<file path="src/rtl/nes_pkg.sv">
// -----------------------------------------------------------------------------
// nes_pkg
// Shared types and constants for the NES CPU-side blocks.
//   oam_dma_state_t  : sprite DMA sequencer states
//   OAMDMA_REG_ADDR  : CPU address whose write starts a sprite DMA ($4014)
//   OAMDATA_ADDR     : PPU OAM data port the DMA writes into ($2004)
// -----------------------------------------------------------------------------
package nes_pkg;

  typedef enum logic [2:0] {
    ST_IDLE  = 3'd0,
    ST_HALT  = 3'd1,
    ST_ALIGN = 3'd2,
    ST_READ  = 3'd3,
    ST_WRITE = 3'd4
  } oam_dma_state_t;

  localparam logic [15:0] OAMDMA_REG_ADDR = 16'h4014;
  localparam logic [15:0] OAMDATA_ADDR    = 16'h2004;

endpackage

</file>
<file path="src/rtl/oam_dma.sv">
// -----------------------------------------------------------------------------
// oam_dma
// Sprite DMA bus master. Snoops CPU writes to $4014, halts the CPU and copies
// page $XX00-$XXFF into PPU OAMDATA ($2004) with alternating read/write bus
// cycles. All outputs are decoded from registered state.
//
// Ports
//   CLK           in   CPU clock
//   RESET         in   synchronous, active-high reset
//   ENABLE        in   clock enable shared with the CPU; low freezes all state
//   CPU_ADDR      in   [15:0] address from the CPU core (snooped)
//   CPU_DATA_OUT  in   [7:0]  CPU write data (snooped, gives the page)
//   CPU_RW_n      in   CPU read/write strobe, 0 = write
//   BUS_DATA_IN   in   [7:0]  selected CPU read data, valid by cycle end
//   DMA_ACTIVE    out  DMA owns the bus, CPU halted
//   DMA_ADDR      out  [15:0] address driven while active
//   DMA_DATA_OUT  out  [7:0]  write data driven while active
//   DMA_RW_n      out  read/write strobe driven while active, 0 = write
//   dbg_state     out  current sequencer state
//
// Bus handshake: there is no stall handshake on the bus; a bus cycle completes
// on every CLK edge where ENABLE is high, and nothing moves otherwise.
// -----------------------------------------------------------------------------
module oam_dma
  import nes_pkg::*;
#(
  parameter int XFER_LEN = 256
) (
  input  logic           CLK,
  input  logic           RESET,
  input  logic           ENABLE,
  input  logic [15:0]    CPU_ADDR,
  input  logic [7:0]     CPU_DATA_OUT,
  input  logic           CPU_RW_n,
  input  logic [7:0]     BUS_DATA_IN,
  output logic           DMA_ACTIVE,
  output logic [15:0]    DMA_ADDR,
  output logic [7:0]     DMA_DATA_OUT,
  output logic           DMA_RW_n,
  output oam_dma_state_t dbg_state
);

  localparam logic [7:0] LAST_CNT = 8'(XFER_LEN - 1);

  oam_dma_state_t state_q, state_d;
  logic [7:0]     page_q;
  logic [7:0]     cnt_q;
  logic [7:0]     latch_q;
  logic           parity_q;
  logic           trigger;

  // A $4014 write only counts while idle; while busy the CPU is halted anyway.
  assign trigger = (state_q == ST_IDLE) && ENABLE && !CPU_RW_n &&
                   (CPU_ADDR == OAMDMA_REG_ADDR);

  always_ff @(posedge CLK) begin
    if (RESET) begin
      state_q  <= ST_IDLE;
      parity_q <= 1'b0;
      page_q   <= 8'h00;
      cnt_q    <= 8'h00;
      latch_q  <= 8'h00;
    end else if (ENABLE) begin
      state_q  <= state_d;
      parity_q <= ~parity_q;
      if (trigger) begin
        page_q <= CPU_DATA_OUT;
        cnt_q  <= 8'h00;
      end
      if (state_q == ST_READ) begin
        latch_q <= BUS_DATA_IN;
      end
      // 8-bit wrap: page never carries, so page $FF stops at $FFFF.
      if (state_q == ST_WRITE) begin
        cnt_q <= cnt_q + 8'h01;
      end
    end
  end

  // Next state. HALT picks ALIGN when needed so READ always lands on parity 0.
  always_comb begin
    state_d = state_q;
    case (state_q)
      ST_IDLE:  if (trigger) state_d = ST_HALT;
      ST_HALT:  state_d = parity_q ? ST_READ : ST_ALIGN;
      ST_ALIGN: state_d = ST_READ;
      ST_READ:  state_d = ST_WRITE;
      ST_WRITE: state_d = (cnt_q == LAST_CNT) ? ST_IDLE : ST_READ;
      default:  state_d = ST_IDLE;
    endcase
  end

  // Moore outputs. Dummy cycles present {page,cnt} as a harmless read.
  always_comb begin
    DMA_ACTIVE   = (state_q != ST_IDLE);
    DMA_ADDR     = {page_q, cnt_q};
    DMA_RW_n     = 1'b1;
    DMA_DATA_OUT = latch_q;
    case (state_q)
      ST_IDLE: begin
        DMA_ADDR = 16'h0000;
      end
      ST_WRITE: begin
        DMA_ADDR = OAMDATA_ADDR;
        DMA_RW_n = 1'b0;
      end
      default: begin
        DMA_ADDR = {page_q, cnt_q};
      end
    endcase
  end

  assign dbg_state = state_q;

endmodule

</file>
<file path="config.mk">
export PLATFORM = sky130hd
export DESIGN_NAME = oam_dma
export DESIGN_NICKNAME = d
export VERILOG_FILES = /design/src/rtl/nes_pkg.sv /design/src/rtl/oam_dma.sv
export SDC_FILE = /design/constraint.sdc
export NUM_CORES = 1
export LEC_CHECK = 0
export ABC_AREA = 1
export BUFFER_PORTS_ARGS = -buffer_cell sky130_fd_sc_hd__buf_2
export CAP_MARGIN = 15
export CORE_ASPECT_RATIO = 1.75
export CORE_MARGIN = 1.5
export CORE_UTILIZATION = 46
export DETAILED_ROUTE_END_ITERATION = 10
export PLACE_DENSITY = 0.79
export SYNTH_ARGS = -nofsm -noshare
export SYNTH_HDL_FRONTEND = slang
export SYNTH_SLANG_ARGS = --single-unit
</file>
<file path="constraint.sdc">
create_clock -name CLK -period 1.72 [get_ports CLK]
set_input_delay 0 -clock CLK [delete_from_list [all_inputs] [get_ports CLK]]
set_output_delay 0 -clock CLK [all_outputs]
set_load 0.05 [all_outputs]
</file>
==> results.json, run 1 <==
{
  "seqPwrFrac_pct": 50.1,
  "drive_gt1_share_pct": 28.4,
  "design.die.area_mm2": 0.00348,
  "die_y_um": 76.9,
  "maxSlewViolCount": 0,
  "use_met3_pct": 3.29,
  "initial_core_util_pct": 48.5,
  "cts_resized": 0,
  "status": "complete, no violations",
  "switching_power_mw": 0.378,
  "path_class": "reg -> out",
  "synth_top_area_share_pct": 39.1,
  "drtPass1Iterations": 4,
  "clock_path_buffers": 2,
  "slowest_delay_ns": 0.36,
  "grt_pass1_vias": 1629,
  "syn_avg_cell_area_um2": 6.49,
  "critPathMaxFanout": 17,
  "post_drt_wl_per_cell_um": 10.9,
  "worst_pin_slew_ns": 0.461,
  "clock.fmax_mhz": 675,
  "ant_nets": 0,
  "fillers": 288,
  "yosys.area.top_type": "dfxtp_1",
  "worstPathRequired_ns": 1.72,
  "clock_sinks": 28,
  "rsz0062_at_grt": "false",
  "synth.area.top_cells": "dfxtp_1 39%, nor2_1 16%, nand2_1 8.6%, o21ai_0 7.3%, inv_1 7.1%",
  "tns_ns": 0,
  "htreeDepth": 1,
  "swShare_pct": 28.3,
  "busiest_layer": "met2",
  "dpl-instance-area_mm2": 0.00181,
  "p_leak_nw": 0.937,
  "grt_pass1_wl_um": 6470,
  "setup_viol": 0,
  "pin_count": 65,
  "num-nets-final": 334,
  "cts_setup_buffers": 0,
  "synth_ff_type": "dfxtp_1",
  "met1_usage_pct": 21.9,
  "drt_iter0_markers": 30,
  "ys_types": 23,
  "clk_latency_ns": 0.27,
  "n_antenna_cell": 0,
  "grt_max_degree": 20,
  "internal-power_mw": 0.958,
  "num_rows": 26,
  "gp_congestion": 0.844,
  "synth_edf_count": 0,
  "async_reset_ff_share_pct": 0,
  "min_period_over_period_pct": 86.2,
  "max-cap-violations": 0,
  "syn-num-nets": 258,
  "startpoint_type": "register",
  "p_clk_share_pct": 29.8,
  "dpl.cell_count": 324,
  "fp.dieW_um": 45.2,
  "grt_use_met2_pct": 48.6,
  "cts_tree": "yes",
  "min_period_ns": 1.48,
  "end_kind": "output pin",
  "final_cell_count_no_fill": 338,
  "syn_inst": 221,
  "synthToLayoutAreaGrowth_pct": 37.1,
  "gr-total-overflow": 0,
  "path_cells": "nor2_4, buf_4, nor2_1, nor2_2, buf_2",
  "wl_um": 3700,
  "core-area_mm2": 0.00296,
  "cts_buffers": 3,
  "power_density_mw_per_mm2": 679,
  "drc": 0,
  "cp_data_arrival_time_ns": 1.48,
  "portBuffers": 64,
  "ys_ff_latch": 28,
  "root_buffer": "clkbuf_8",
  "synth_seq_area_share_pct": 39.1,
  "grt_usage_pct": 23.9,
  "ctsHoldBuffers": 10,
  "p_comb_share_pct": 20.1,
  "hold_path_class": "in -> reg",
  "vias": 1619,
  "ir_drop_mv": 0.630,
  "relSlewSlack_pct": 69.2,
  "skew_ns": 0.00202,
  "hold_violations": 0,
  "synth_warnings": 0,
  "place_hpwl_um": 2660,
  "cts.clk_slew.worst_paths_ns": 0.09,
  "vias_per_cell": 4.79,
  "post-route-cell-area_mm2": 0.00197,
  "netlist_area_mm2": 0.00144,
  "antenna_found_initial": 0,
  "worst_path_max_delay_cell": "dfxtp_2"
}
[final cells by class]
class / count / area, µm² / area share [%]
clock buffers: 4 / 55.1 / 2.80
inverters: 29 / 109 / 5.53
multi-input cells: 159 / 752 / 38.2
flip-flops and latches: 28 / 563 / 28.6
well taps: 42 / 52.6 / 2.67
repair buffers: 76 / 435 / 22.1
[flip-flops by register name, summed over array words and instances, names as in the netlist]
register and count:
cnt_q 8, DMA_DATA_OUT 8, dbg_state 3, page_q 8
parity_q 1
[cell families after synthesis]
| kind of cell | Yosys count | synth area share [%] |
|---|---|---|
| fa+ha+maj | 1 | 0.872 |
| simple gates | 114 | 34.5 |
| flops | 28 | 39.1 |
| compound gates | 42 | 14.9 |
| xor+xnor | 2 | 1.22 |
| buf+inv | 34 | 9.42 |
[critical path, delay by kind of cell (launching register included)]
family        cells  cell delay, ns
flops             1            0.36
simple gates      3            0.33
buf+inv           2            0.51
[worst paths after layout]
| check | startpoint | endpoint | slack (ns) | depth (start not counted) |
|---|---|---|---|---|
| setup reg to reg | dbg_state[2] | page_q[3] | 0.29 | 6 |
| setup / recovery | dbg_state[1] | DMA_ADDR[2] | 0.24 | 5 |
| hold / removal | CPU_DATA_OUT[6] | page_q[6] | 0.003 | 3 |
| hold reg to reg | page_q[5] | page_q[5] | 0.46 | 2 |
[through the flow]
step	util [%]	hold slack (ns)	worst slack [ns]	power, mW
floorplan	-	0.135	0.0141	0.847
global placement	61.2	0.221	0.343	0.930
detailed placement	61.2	0.226	0.294	0.932
CTS	66.4	0.00172	0.215	1.35
global route	66.4	0.0319	0.152	1.39
finish	66.4	0.00334	0.238	1.34
[cells in the mapped netlist, types with 2 or more instances]
cell and n:
nand2_2 2, nand3_2 2, nor2_4 2, o21ai_0 21
inv_1 27, nor2_1 60, nand3_1 11, a21oi_1 19
clkbuf_1 4, dfxtp_1 28, nand2_1 33
[cells in the final DEF (no fill, tap or decap), drive strengths merged]
cell type,n
nand2,35
dfxtp,28
nor3,2
clkinv,1
ha,1
xnor2,1
a21oi,19
nand4,1
o21ai,22
inv,28
or2,1
o2111ai,1
nor2,62
xor2,1
clkbuf,4
nand3,13
dlygate4sd3,10
buf,66
[layer usage]
metal / wire length (µm) / vias to the layer above
li1: - / 843
met2: 2210 / 33
met5: 0 / -
met3: 108 / 2
met1: 1350 / 741
met4: 21 / 0
[power by group through the flow]
stage                     clock network, mW  logic, mW  registers [mW]
after floorplan                           0      0.138           0.708
after CTS                             0.412      0.268           0.670
after global routing                  0.428      0.293           0.671
after detailed placement                  0      0.247           0.685
final                                 0.398      0.268           0.670
after global placement                    0      0.245           0.684
(Power assumes the default switching activity.)
==> inputs of run 2 (changes only) <==
--- a/config.mk
+++ b/config.mk
@@ -12,5 +12,6 @@
 export CORE_MARGIN = 1.5
-export CORE_UTILIZATION = 46
+export CORE_UTILIZATION = 48
+export CTS_BUF_LIST = sky130_fd_sc_hd__clkbuf_2
 export DETAILED_ROUTE_END_ITERATION = 10
-export PLACE_DENSITY = 0.79
+export PLACE_DENSITY = 0.81
 export SYNTH_ARGS = -nofsm -noshare
==> constraint.sdc (replaced) <==
create_clock -name CLK -period 1.72 [get_ports CLK]
set_input_delay 0.172 -clock CLK [delete_from_list [all_inputs] [get_ports CLK]]
set_output_delay 0.172 -clock CLK [all_outputs]
set_load 0.05 [all_outputs]
==> results.json, run 2 (synthesis gave the netlist of run 1 again) <==
{
  "place_hpwl_um": 2770,
  "gr-total-overflow": 0,
  "rrSetupSlack_ns": 0.31,
  "crit_buf_inv": 2,
  "drc": 0,
  "rsz0062_at_grt": "true",
  "final_cell_count_no_fill": 322,
  "holdPathStages": 3,
  "cts_tree": "yes",
  "switching_power_mw": 0.374,
  "p_comb_share_pct": 23.1,
  "post-route-cell-area_mm2": 0.00190,
  "hold_violations": 0,
  "hold_path_class": "in -> reg",
  "post_drt_wl_per_cell_um": 11.1,
  "most-common-layout-cells": "62 x buf_2, 59 x nor2_1, 31 x nand2_1",
  "dpl-instance-area_mm2": 0.00181,
  "layout_commonest_cell": "buf_2",
  "vias_per_cell": 5.07,
  "ff2ff_path_depth": 7,
  "synthToLayoutAreaGrowth_pct": 32.5,
  "layout_setup_ws_ns": 0.0556,
  "clock_sinks": 28,
  "internal-power_mw": 0.811,
  "holdCritStartpoint": "BUS_DATA_IN[4]",
  "design.die.area_mm2": 0.00334,
  "drive_gt1_share_pct": 29.6,
  "critPathMaxFanout": 10,
  "seqPwrFrac_pct": 56.8,
  "path_cells": "nor2_4, buf_4, nand2_2, o21ai_2, buf_6",
  "cpLargestDelayFamily": "flip-flops",
  "fin_util_pct": 65.7,
  "cp_data_arrival_time_ns": 1.49,
  "cts_buffers": 3,
  "min_period_ns": 1.66,
  "antenna_found_initial": 0,
  "hold_ws_ns": 0.0135,
  "num_rows": 26,
  "portBuffers": 64,
  "grt_pass1_wl_um": 5880,
  "root_buffer": "clkbuf_2",
  "grt_pass1_vias": 1520,
  "htreeDepth": 1,
  "clock_path_buffers": 2,
  "max-cap-violations": 0,
  "cts_setup_buffers": 0,
  "critPathCapture": "DMA_ADDR[13]",
  "gp_congestion": 0.908,
  "ant_nets": 0,
  "grt_max_degree": 20,
  "n_antenna_cell": 0,
  "worst_path_max_delay_cell": "dfxtp_2",
  "ir_drop_mv": 0.505,
  "dpl.cell_count": 312,
  "fp.dieW_um": 44.3,
  "wl_um": 3560,
  "totalPowerFinal_mw": 1.18,
  "skew_ns": 0.00521,
  "clock.fmax_mhz": 601,
  "vias": 1631,
  "clk_latency_ns": 0.36,
  "worst_r2r_endpoint": "cnt_q[6]",
  "worst_pin_slew_ns": 0.439,
  "num-nets-final": 332,
  "cp_num_cells": 5,
  "path_class": "reg -> out",
  "preCtsSetupSlack_ns": 0.353,
  "tns_ns": 0,
  "setup_viol": 0,
  "slowest_delay_ns": 0.40,
  "drtPass1Iterations": 6,
  "pin_count": 65,
  "swShare_pct": 31.6,
  "initial_core_util_pct": 49.6,
  "maxSlewViolCount": 0,
  "reg2reg_from": "cnt_q[1]",
  "grt_usage_pct": 23.1,
  "end_kind": "output pin",
  "power_density_mw_per_mm2": 623,
  "startpoint_type": "register",
  "die_y_um": 75.3,
  "relSlewSlack_pct": 70.7,
  "p_leak_nw": 0.917,
  "min_period_over_period_pct": 96.8,
  "cts.clk_slew.worst_paths_ns": 0.25,
  "critical_path.startpoint": "dbg_state[0]",
  "core-area_mm2": 0.00290,
  "drt_iter0_markers": 31,
  "worstPathRequired_ns": 1.55,
  "p_clk_share_pct": 20.2,
  "status": "complete, no violations"
}
## run 2: changes by cell type in the layout (fill, tap and decap cells not counted), sizes merged
cell,delta
dlygate4sd3,-4
buf,+1
clkinv,+1
## run 2: layout make-up
type,instances,area (µm²)
Clock buffer,3,15.0
Multi-Input combinational cell,159,756
Inverter,29,109
Sequential cell,28,564
Tap cell,28,35.0
Clock inverter,1,3.75
Fill cell,273,993
Timing Repair Buffer,74,419
## run 2: per-layer routing
layer | vias to the layer above | global-route usage, % | part of all wire [%]
li1 | 841 | - | -
met5 | - | 0 | 0
met1 | 739 | 20.7 | 36
met3 | 8 | 2.13 | 3.9
met4 | 0 | 10.1 | 2.0
met2 | 43 | 48.9 | 58
## run 2: how the worst min path moves through the flow
stage / slack [ns] / end
floorplan: 0.31 / DMA_DATA_OUT[0]
global placement: 0.39 / DMA_DATA_OUT[1]
detailed placement: 0.41 / DMA_DATA_OUT[5]
CTS: 0.0006 / DMA_DATA_OUT[4]
global route: 0.003 / DMA_DATA_OUT[5]
finish: 0.01 / DMA_DATA_OUT[4]
## run 2: power by group through the flow
stage               clock [mW]  sequential (mW)  combinational, mW
floorplan                    0            0.708              0.141
global placement             0            0.683              0.257
detailed placement           0            0.684              0.260
CTS                      0.250            0.672              0.270
global route             0.266            0.674              0.299
finish                   0.239            0.673              0.273
## run 2: worst register-to-register path: cells and delay by family (launching register included)
family          cells  cell delay, ns
simple gates        2            0.17
buf+inv             1            0.08
flops               1            0.44
compound gates      3            0.50
fa+ha+maj           1            0.19
## run 2: repair_timing
item	in CTS	in global routing
endpoints found under the hold margin	5	1
hold buffers	5	1
endpoints found under the setup margin	1	3
resized for setup	1	2
